--- src/rtl/audio_frame_writer_pkg.sv ---
// Shared definitions for the audio frame writer and the sequencer it hands frames to.
// Holds the default geometry and the run-handshake state encoding.
package audio_frame_writer_pkg;

    localparam int DEF_CHAN_W  = 3;
    localparam int DEF_FRAME_W = 4;
    localparam int DEF_NCHAN   = 8;
    localparam int SAMPLE_W    = 16;

    typedef enum logic [1:0] {
        ST_IDLE  = 2'd0,
        ST_RUN   = 2'd1,
        ST_DRAIN = 2'd2
    } seq_state_e;

    function automatic logic is_last_chan(input int unsigned chan, input int unsigned nchan);
        return chan == nchan - 1;
    endfunction

endpackage

--- src/rtl/audio_frame_writer_frame_counter.sv ---
// Tracks the expected channel and the frame slot being written; flags frame completion.
// Completion is combinational so the top can act on it in the same cycle as the accept.
module frame_counter
    import audio_frame_writer_pkg::*;
#(
    parameter int CHAN_W  = DEF_CHAN_W,
    parameter int FRAME_W = DEF_FRAME_W,
    parameter int NCHAN   = DEF_NCHAN
) (
    input  logic               ck,
    input  logic               rst,
    input  logic               i_accept,
    input  logic [CHAN_W-1:0]  i_chan,
    output logic [CHAN_W-1:0]  o_exp_chan,
    output logic [FRAME_W-1:0] o_wr_frame,
    output logic               o_complete
);

    logic [CHAN_W-1:0]  r_exp_chan;
    logic [FRAME_W-1:0] r_wr_frame;
    logic               w_last;

    assign w_last     = is_last_chan(int'(i_chan), NCHAN);
    assign o_complete = i_accept && w_last;
    assign o_exp_chan = r_exp_chan;
    assign o_wr_frame = r_wr_frame;

    // Expected channel follows the accepted one, so a glitch resynchronises immediately.
    always_ff @(posedge ck or posedge rst) begin
        if (rst) begin
            r_exp_chan <= '0;
            r_wr_frame <= '0;
        end else if (i_accept) begin
            r_exp_chan <= w_last ? '0 : i_chan + CHAN_W'(1);
            if (w_last)
                r_wr_frame <= r_wr_frame + FRAME_W'(1);
        end
    end

endmodule

--- src/rtl/audio_frame_writer.sv ---
// Writes channel-interleaved audio samples into a frame RAM and launches the sequencer
// once per completed frame, with sticky overrun / channel-sync error flags.
module audio_frame_writer
    import audio_frame_writer_pkg::*;
#(
    parameter int CHAN_W  = DEF_CHAN_W,
    parameter int FRAME_W = DEF_FRAME_W,
    parameter int NCHAN   = DEF_NCHAN
) (
    input  logic                      ck,
    input  logic                      rst,
    input  logic                      in_valid,
    input  logic [CHAN_W-1:0]         in_chan,
    input  logic signed [SAMPLE_W-1:0] in_data,
    output logic                      in_ready,
    output logic                      wr_en,
    output logic [CHAN_W+FRAME_W-1:0] wr_addr,
    output logic [SAMPLE_W-1:0]       wr_data,
    output logic [FRAME_W-1:0]        frame,
    output logic                      seq_run,
    input  logic                      seq_done,
    input  logic                      clr,
    output logic                      overrun,
    output logic                      sync_err
);

    logic                      w_accept;
    logic                      w_complete;
    logic                      w_take;
    logic [CHAN_W-1:0]         w_exp_chan;
    logic [FRAME_W-1:0]        w_wr_frame;
    seq_state_e                r_state;
    seq_state_e                w_state_nxt;

    logic                      r_wr_en;
    logic [CHAN_W+FRAME_W-1:0] r_wr_addr;
    logic [SAMPLE_W-1:0]       r_wr_data;
    logic [FRAME_W-1:0]        r_frame;
    logic                      r_pending;
    logic                      r_seq_run;
    logic                      r_overrun;
    logic                      r_sync_err;

    assign in_ready = ~rst;
    assign w_accept = in_valid & ~rst;

    frame_counter #(
        .CHAN_W (CHAN_W),
        .FRAME_W(FRAME_W),
        .NCHAN  (NCHAN)
    ) u_frame_counter (
        .ck        (ck),
        .rst       (rst),
        .i_accept  (w_accept),
        .i_chan    (in_chan),
        .o_exp_chan(w_exp_chan),
        .o_wr_frame(w_wr_frame),
        .o_complete(w_complete)
    );

    always_ff @(posedge ck or posedge rst) begin
        if (rst) r_state <= ST_IDLE;
        else     r_state <= w_state_nxt;
    end

    always_comb begin
        w_state_nxt = r_state;
        w_take      = 1'b0;
        case (r_state)
            ST_IDLE: begin
                if (r_pending) begin
                    w_state_nxt = ST_RUN;
                    w_take      = 1'b1;
                end
            end
            ST_RUN:   if (seq_done)  w_state_nxt = ST_DRAIN;
            ST_DRAIN: if (!seq_done) w_state_nxt = ST_IDLE;
            default:  w_state_nxt = ST_IDLE;
        endcase
    end

    always_ff @(posedge ck or posedge rst) begin
        if (rst) begin
            r_wr_en    <= 1'b0;
            r_wr_addr  <= '0;
            r_wr_data  <= '0;
            r_frame    <= '0;
            r_pending  <= 1'b0;
            r_seq_run  <= 1'b0;
            r_overrun  <= 1'b0;
            r_sync_err <= 1'b0;
        end else begin
            r_wr_en   <= w_accept;
            r_seq_run <= (r_state == ST_RUN);
            if (w_accept) begin
                r_wr_addr <= {in_chan, w_wr_frame};
                r_wr_data <= in_data;
            end
            if (w_complete)
                r_frame <= w_wr_frame;
            // A fresh completion outranks the IDLE->RUN hand-off so the newest frame still runs.
            if (w_complete)  r_pending <= 1'b1;
            else if (w_take) r_pending <= 1'b0;
            if (w_complete && r_pending) r_overrun <= 1'b1;
            else if (clr)                r_overrun <= 1'b0;
            if (w_accept && (in_chan != w_exp_chan)) r_sync_err <= 1'b1;
            else if (clr)                             r_sync_err <= 1'b0;
        end
    end

    assign wr_en    = r_wr_en;
    assign wr_addr  = r_wr_addr;
    assign wr_data  = r_wr_data;
    assign frame    = r_frame;
    assign seq_run  = r_seq_run;
    assign overrun  = r_overrun;
    assign sync_err = r_sync_err;

endmodule

--- config.mk ---
export PLATFORM = sky130hd
export DESIGN_NAME = audio_frame_writer
export DESIGN_NICKNAME = d
export VERILOG_FILES = /design/src/rtl/audio_frame_writer_pkg.sv /design/src/rtl/audio_frame_writer_frame_counter.sv /design/src/rtl/audio_frame_writer.sv
export SDC_FILE = /design/constraint.sdc
export NUM_CORES = 1
export LEC_CHECK = 0
export CAP_MARGIN = 30
export CORE_UTILIZATION = 45
export CTS_BUF_LIST = sky130_fd_sc_hd__clkbuf_16
export CTS_CLUSTER_DIAMETER = 100
export DETAILED_ROUTE_END_ITERATION = 8
export GPL_ROUTABILITY_DRIVEN = 0
export PLACE_DENSITY = 0.78
export SYNTH_ARGS = -nofsm -noshare
export SYNTH_HDL_FRONTEND = slang
export SYNTH_SLANG_ARGS = --single-unit
--- constraint.sdc ---
create_clock -name ck -period 2.14 [get_ports ck]
set_input_delay 0.428 -clock ck [delete_from_list [all_inputs] [get_ports ck]]
set_output_delay 0.428 -clock ck [all_outputs]
set_load 0.02 [all_outputs]
==> metrics.txt, run 1 <==
status complete, no violations; Tcrit/Tclk final 0.9775; f_max 478.0 MHz; Startpoint Class input pin; Overflow after GRT 0; worst path required time 1.71 ns; worst-case reg-to-reg path depth 2; CTS hold repair buffers 0; clock root buffer clkbuf_16; Mapped Cells 105; Pins Over Slew Limit 0; Die Y roughly 64 um; most common cell after layout, fill and taps aside clkdlybuf4s50_1; fin cells between 200 and 250; GRT Total Usage 0.1754; diode count 0; post-synth cell types 19; P_leak 0.001162 uW; Reg power frac 0.391; Clock transition at path regs around 0.06 ns; total power draw about 2700 uW; Post-Syn Area per Cell 16.36 um^2; RSZ-0062 raised after global routing no; worst-skew pair later-pin latency 0.28 ns; initial drt markers 19; antenna viol nets, final 0; die width between 60 and 70 um; Clk pwr share 0.351; post-synthesis sequential area ratio 0.5972; final wirelength ~3.2 mm; DPL Wire Length 2.170 mm; DRT Pass-1 Iters 4; input/output buffers 55; NetSw 701.1 uW; Min-Delay Path Class flop to flop; flops & latches, synth 41; hold path start r_state[1]$_DFFE_PP0P_; R2R setup slack 1.02 ns; CTS max path bufs 2; hold path cells 1; R2R Path End u_frame_counter.o_wr_frame[1]$_DFFE_PP0P_; WL per Instance 14.61 um; Max Clock Skew 0.002211 ns; Final setup viols 0; Arr. time, crit path 1.66 ns; Layout area overhead 47.20%; first-pass GRT wire length 5.257 mm; Top Ports 56; postcts setup bufs 0; setup TNS 0 ns; synth warn 0; sw frac 0.2578; Rel. slew slack 0.6762; num rows 22; TritonCTS clock tree yes; crit path max fanout 2; Setup crit end kind output port; Inst Count DP approximately 210; initial antenna violation count 0; Worst-Margin Slew 0.4857 ns; Worst R2R Start u_frame_counter.o_wr_frame[0]$_DFFE_PP0P_; final-report hold violation count 0; fin util 0.6907; syn nets 132; Vias 1038; Die ar. 4069 um^2; vias in the first global route 1122; share of cells above drive strength 1 0.2722; nets@finish 195; CTS H-tree lvls 2; CP Class input pin to output port; post-CTS sizing 0; Post-DP Area 2338 um^2; most frequent cells in the layout clkdlybuf4s50_1, dfrtp_1, mux2_4; Peak VDD IR between 0.8 and 0.9 mV; Comb power frac 0.259; Core ar. between 3000 and 4000 um^2; Final Cell Area ~2500 um^2; Num CTS Buffers 5; synthesized cell area 1718 um^2; vias per cell 4.783; Int Pwr between 2000 and 2500 uW; initial core utilization 0.4692; cell area power density between 1000 and 1500 nW/um^2; drt drc 0; Max-Cap Viols 0; clock sinks 41; pin count of the biggest net entering global routing 42; Hold Path Sink r_state[0]$_DFFE_PP0P_; min cycle time layout 2.092 ns
## layer usage
metal / vias up / global-route usage / share of wire
met3: 0 / 0.07321 / 0.063
met2: 45 / 0.2806 / 0.47
met1: 508 / 0.2235 / 0.47
met4: 0 / 0.03409 / 0
met5: - / 0 / 0
li1: 485 / - / -
## worst max-delay path, cell delays in order
cell	delay, ns
clkdlybuf4s50_1	0.54
clkinv_1	0.14
clkdlybuf4s50_1	0.56
## how the worst max path moves through the flow
stage / cells past startpoint / end / from / slack, ns
floorplan: 1 / in_ready / rst / 0.32
global placement: 3 / in_ready / rst / 0.04
detailed placement: 3 / in_ready / rst / 0.05
CTS: 3 / in_ready / rst / 0.05
global route: 3 / in_ready / rst / 0.03
finish: 3 / in_ready / rst / 0.05
## cell usage after synthesis (all sizes together)
| library cell | n | area share |
|---|---|---|
| buf | 4 | 0.026 |
| inv | 3 | 0.0066 |
| ha | 3 | 0.022 |
| o21a | 1 | 0.0044 |
| and3 | 1 | 0.0036 |
| nor2 | 2 | 0.0044 |
| a211oi | 1 | 0.0044 |
| xnor2 | 3 | 0.015 |
| xor2 | 3 | 0.015 |
| nand2 | 2 | 0.0087 |
| dfrtp | 41 | 0.60 |
| o21ai | 3 | 0.0087 |
| o31ai | 1 | 0.0044 |
| mux2 | 31 | 0.26 |
| nor2b | 3 | 0.012 |
| nand3 | 3 | 0.0087 |
## power groups by stage
stage	combinational, uW	clock (uW)	sequential [uW]
2_1_floorplan	260	0	1180
3_3_place_gp	690	0	1060
3_5_place_dp	708	0	1070
4_1_cts	716	964	1060
5_1_grt	751	991	1090
6_report	703	953	1060
## through the flow
| step | worst slack, ns | hold slack, ns |
|---|---|---|
| after floorplan | 0.3188 | 0.4354 |
| after global placement | 0.04130 | 0.4497 |
| after detailed placement | 0.05192 | 0.4752 |
| after CTS | 0.05193 | 0.4846 |
| after global routing | 0.02900 | 0.5065 |
| final | 0.04813 | 0.4802 |
## final cells by class
type                    count  area, um^2
clock inverters             3       65.06
multi-input cells          57       640.6
well taps                  48       60.06
clock buffers               5       125.1
inverters                   3       11.26
flip-flops and latches     41        1026
fillers                   260        1132
repair buffers             60       600.6
## state kept, by name, indices dropped and copies added (netlist names)
| register | flops |
|---|---|
| wr_addr | 7 |
| seq_run | 1 |
| overrun | 1 |
| r_state | 2 |
| wr_en | 1 |
| wr_data | 16 |
| u_frame_counter.o_wr_frame | 4 |
| frame | 4 |
| r_pending | 1 |
| sync_err | 1 |
| u_frame_counter.o_exp_chan | 3 |
## logic make-up after synthesis
group | after synthesis | synth area share
xor+xnor | 6 | 0.03060
compound gates | 6 | 0.02185
flops | 41 | 0.5972
fa+ha+maj | 3 | 0.02185
mux | 31 | 0.2578
simple gates | 11 | 0.03787
buf+inv | 7 | 0.03277
Note: power is estimated with default switching activity, not from simulation.
==> inputs of run 2 (changes only) <==
--- a/config.mk
+++ b/config.mk
@@ -6,12 +6,12 @@
 export NUM_CORES = 1
 export LEC_CHECK = 0
 export CAP_MARGIN = 30
-export CORE_UTILIZATION = 45
+export CORE_UTILIZATION = 40
 export CTS_BUF_LIST = sky130_fd_sc_hd__clkbuf_16
 export CTS_CLUSTER_DIAMETER = 100
 export DETAILED_ROUTE_END_ITERATION = 8
 export GPL_ROUTABILITY_DRIVEN = 0
-export PLACE_DENSITY = 0.78
+export PLACE_DENSITY = 0.71
 export SYNTH_ARGS = -nofsm -noshare
 export SYNTH_HDL_FRONTEND = slang
 export SYNTH_SLANG_ARGS = --single-unit
==> run 2 against run 1 <==
  * Critical path depth unchanged
  * Critical path type unchanged
  * Maximum frequency rose by 3.6%
  * Critical endpoint unchanged
  * Largest power group unchanged
  * Hold slack got worse by 0.015 ns
==> metrics.txt, run 2 (same netlist as run 1, synthesis figures left out) <==
input/output buffers 55; Max Clock Skew between 0.002 and 0.003 ns; vias in the first global route 1102; Overflow after GRT 0; Core ar. 4058 um^2; Tcrit/Tclk final 0.9431; num rows 23; CP Cell Sequence clkdlybuf4s50_1 > clkinv_1 > clkdlybuf4s50_1; WL per Instance about 15 um; CP peak stage delay 0.56 ns; initial core utilization 0.4234; post-CTS sizing 0; PnR worst setup slack 0.1217 ns; postcts setup bufs 0; Rel. slew slack 0.6614; max FFs per register 16; Max-Cap Viols 0; pin count of the biggest net entering global routing 42; die width 67.54 um; final wirelength 3.212 mm; min cycle time layout 2.018 ns; initial antenna violation count 0; most frequent cells in the layout clkdlybuf4s50_1, dfrtp_1, mux2_4; Worst R2R Start u_frame_counter.o_wr_frame[0]$_DFFE_PP0P_; Min-Delay Path Class flop to flop; Num CTS Buffers 5; Layout area overhead 46.39%; P_leak 0.001150 uW; GRT Total Usage 0.1611; worst path required time 1.71 ns; share of cells above drive strength 1 0.2706; DRT Pass-1 Iters 4; antenna viol nets, final 0; Most common cell on crit path clkdlybuf4s50_1; Arr. time, crit path 1.59 ns; worst-case reg-to-reg path depth 2; Pins Over Slew Limit 0; crit path max fanout 2; clock sinks between 40 and 50; diode count 0; Worst-Margin Slew around 0.51 ns; f_max 495.5 MHz; most common cell after layout, fill and taps aside clkdlybuf4s50_1; CTS max path bufs 2; Clock transition at path regs 0.06 ns; Die Y 67.54 um; RSZ-0062 raised after global routing no; vias per cell 4.736; clock root buffer clkbuf_16; Final setup viols 0; cell area power density 1030 nW/um^2; hold path cells 1; R2R Path End u_frame_counter.o_wr_frame[1]$_DFFE_PP0P_; CTS H-tree lvls 2; Vias 1042; Setup crit end kind output port; final-report hold violation count 0; initial drt markers 36; setup TNS 0 ns; status complete, no violations; CP max stage cell clkdlybuf4s50_1; TritonCTS clock tree yes; CP Class input pin to output port; DPL Wire Length 2.301 mm; drt drc 0; Top Ports between 50 and 60; first-pass GRT wire length approximately 5.3 mm; Startpoint Class input pin; nets@finish 196; Peak VDD IR 0.4949 mV; DP Worst Slack 0.1081 ns; hold path start r_state[1]$_DFFE_PP0P_; Hold Path Sink r_state[0]$_DFFE_PP0P_; worst-skew pair later-pin latency 0.28 ns; Die ar. 4561 um^2; CTS hold repair buffers 0; R2R setup slack 1.04 ns
[run 2: cell types whose count changed in the layout (fill, tap and decap cells not counted)]
cell,change
buf_4,+1
clkinvlp_4,+1
bufinv_16,-1
clkinv_1,+1
clkinv_2,-1
[run 2: layer usage]
metal	vias up	global-route usage	part of all wire
met3	4	0.06757	0.082
li1	489	-	-
met4	0	0.04787	0.010
met5	-	0	0
met2	53	0.2488	0.44
met1	496	0.2043	0.46
[run 2: worst max path at each step]
stage / start / to / cells after the start
floorplan: rst / in_ready / 1
global placement: rst / in_ready / 3
detailed placement: rst / in_ready / 3
CTS: rst / in_ready / 3
global route: rst / in_ready / 3
finish: rst / in_ready / 3
[run 2: layout make-up]
cell class | instances | area, um^2
Clock buffer | 5 | 125.1
Clock inverter | 3 | 41.29
Fill cell | 315 | 1543
Inverter | 3 | 11.26
Multi-Input combinational cell | 57 | 640.6
Sequential cell | 41 | 1026
Tap cell | 50 | 62.56
Timing Repair Buffer | 61 | 608.1
[run 2: critical path: cells and delay by family]
family                 cells  cell delay (ns)
buffers and inverters      3             1.17
[run 2: report_power, final]
part / switching, uW / total, uW / internal (uW)
clock: 287 / 832 / 545
sequential: 116 / 1050 / 938
combinational: 290 / 705 / 415
[run 2: per-stage QoR]
stage          std cells  area, um^2  power [uW]  hold WS (ns)    util
2_1_floorplan        105        1718        1442        0.4354       -
3_3_place_gp         212        2349        1754        0.4487  0.5788
3_5_place_dp         212        2349        1778        0.4685  0.5788
4_1_cts              220        2515        2625        0.4730  0.6198
5_1_grt              220        2515        2722        0.5145  0.6198
6_report             220        2515        2591        0.4651  0.6198
==> inputs of run 3 (changes only) <==
--- a/config.mk
+++ b/config.mk
@@ -6,12 +6,12 @@
 export NUM_CORES = 1
 export LEC_CHECK = 0
 export CAP_MARGIN = 30
-export CORE_UTILIZATION = 40
+export CORE_UTILIZATION = 49
 export CTS_BUF_LIST = sky130_fd_sc_hd__clkbuf_16
 export CTS_CLUSTER_DIAMETER = 100
 export DETAILED_ROUTE_END_ITERATION = 8
 export GPL_ROUTABILITY_DRIVEN = 0
-export PLACE_DENSITY = 0.71
+export PLACE_DENSITY = 0.84
 export SYNTH_ARGS = -nofsm -noshare
 export SYNTH_HDL_FRONTEND = slang
 export SYNTH_SLANG_ARGS = --single-unit
==> run 3 against run 2 <==
  * Combinational power grew 0.7%
  * Via count grew 0.58%
  * Critical path type unchanged
  * Largest power group unchanged
  * Design area shrank 0.35%
  * Clock-buffer cell count is the same
==> metrics.txt, run 3 (same netlist as run 1, synthesis figures left out) <==
WP buf/inv 3; DRT Pass-1 Iters 4; Final setup viols 0; final wirelength 3.475 mm; worst-skew pair later-pin latency 0.28 ns; Pins Over Slew Limit 0; vias per cell 4.852; first-pass GRT wire length 5.119 mm; diode count 0; DPL Wire Length 2.415 mm; drt drc 0; initial antenna violation count 0; P_leak 0.001156 uW; f_max 491.4 MHz; post-CTS sizing 0; worst path required time 1.71 ns; antenna viol nets, final 0; Min-Delay Path Class flop to flop; Most common cell on crit path clkdlybuf4s50_1; Max Clock Skew between 0.003 and 0.004 ns; CP peak stage delay 0.57 ns; FF/Latch Area 1026 um^2; Num CTS Buffers 5; fin util 0.7510; Die Y around 61 um; CTS H-tree lvls 2; Layout area overhead 45.88%; TritonCTS clock tree yes; initial drt markers 31; pin count of the biggest net entering global routing 42; GRT Total Usage 0.2023; Arr. time, crit path 1.61 ns; num rows 21; fillers 199; Tcrit/Tclk final 0.9509; most common cell after layout, fill and taps aside clkdlybuf4s50_1; CP Class input pin to output port; postcts setup bufs 0; Clock transition at path regs 0.05 ns; RSZ-0062 raised after global routing no; Rel. slew slack 0.6698; input/output buffers between 50 and 60; Peak VDD IR just over 0.7 mV; share of cells above drive strength 1 0.2647; DP Worst Slack approximately 0.1 ns; clock root buffer clkbuf_16; Core ar. 3337 um^2; Inst Count DP between 200 and 250; max FFs per register 16; clock sinks 41; Startpoint Class input pin; most frequent cells in the layout clkdlybuf4s50_1, dfrtp_1, mux2_4; CTS hold repair buffers 0; Top Ports 56; Die ar. 3747 um^2; Vias approximately 1000; CTS max path bufs 2; nets@finish 196; PnR worst setup slack approximately 0.10 ns; WL per Instance 16.09 um; die width 61.21 um; crit path max fanout 2; CP top delay family buffers and inverters; min cycle time layout approximately 2.0 ns; Multi-input gate area roughly 640 um^2; total power draw 2575 uW; Worst-Margin Slew roughly 0.50 ns; vias in the first global route roughly 1100; CP Cell Sequence clkdlybuf4s50_1 > clkinv_1 > clkdlybuf4s50_1; Setup crit end kind output port; Max-Cap Viols 0; CP max stage cell clkdlybuf4s50_1; Overflow after GRT 0; final-report hold violation count 0; cell area power density 1027 nW/um^2; setup TNS 0 ns; initial core utilization 0.5148; status complete, no violations; fin cells around 220
[run 3: layer usage]
layer  vias up  part of all wire  global-route usage  wire length, um
met5         -                 0                   0                0
met4         0            0.0060             0.07792               21
li1        485                 -                   -                -
met2        41              0.51              0.3509             1761
met1       520              0.42              0.2271             1459
met3         2             0.067             0.07353              233
[run 3: layout make-up]
cell class	count	area share
clock buffer	5	0.04993
sequential	41	0.4094
clock inverter	3	0.01498
inverter	3	0.004493
multi-input combinational	57	0.2556
timing repair buffer	61	0.2426
tap	46	0.02297
[run 3: path summary, 6_finish.rpt]
path	end	from	slack, ns	depth (start not counted)
max	in_ready	rst	0.10	3
min	r_state[0]$_DFFE_PP0P_	r_state[1]$_DFFE_PP0P_	0.46	1
max reg2reg	sync_err$_DFFE_PP0P_	u_frame_counter.o_exp_chan[0]$_DFFE_PP0P_	1.01	3
min reg2reg	r_state[0]$_DFFE_PP0P_	r_state[1]$_DFFE_PP0P_	0.46	1
max in group asynchronous	wr_data[14]$_DFFE_PP0P_	rst	1.13	3
min in group asynchronous	seq_run$_DFF_PP0_	rst	0.67	3
[run 3: report_power, final]
part | internal (uW) | switching, uW | total (uW)
clock | 541 | 269 | 810
combinational | 416 | 294 | 710
sequential | 938 | 118 | 1060
total | 1890 | 681 | 2580
[run 3: through the flow]
stage	hold WS [ns]	instance area, um^2
4_1_cts	0.4597	2506
2_1_floorplan	0.4354	1718
5_1_grt	0.4860	2506
3_5_place_dp	0.4628	2344
6_report	0.4605	2506
3_3_place_gp	0.4462	2344
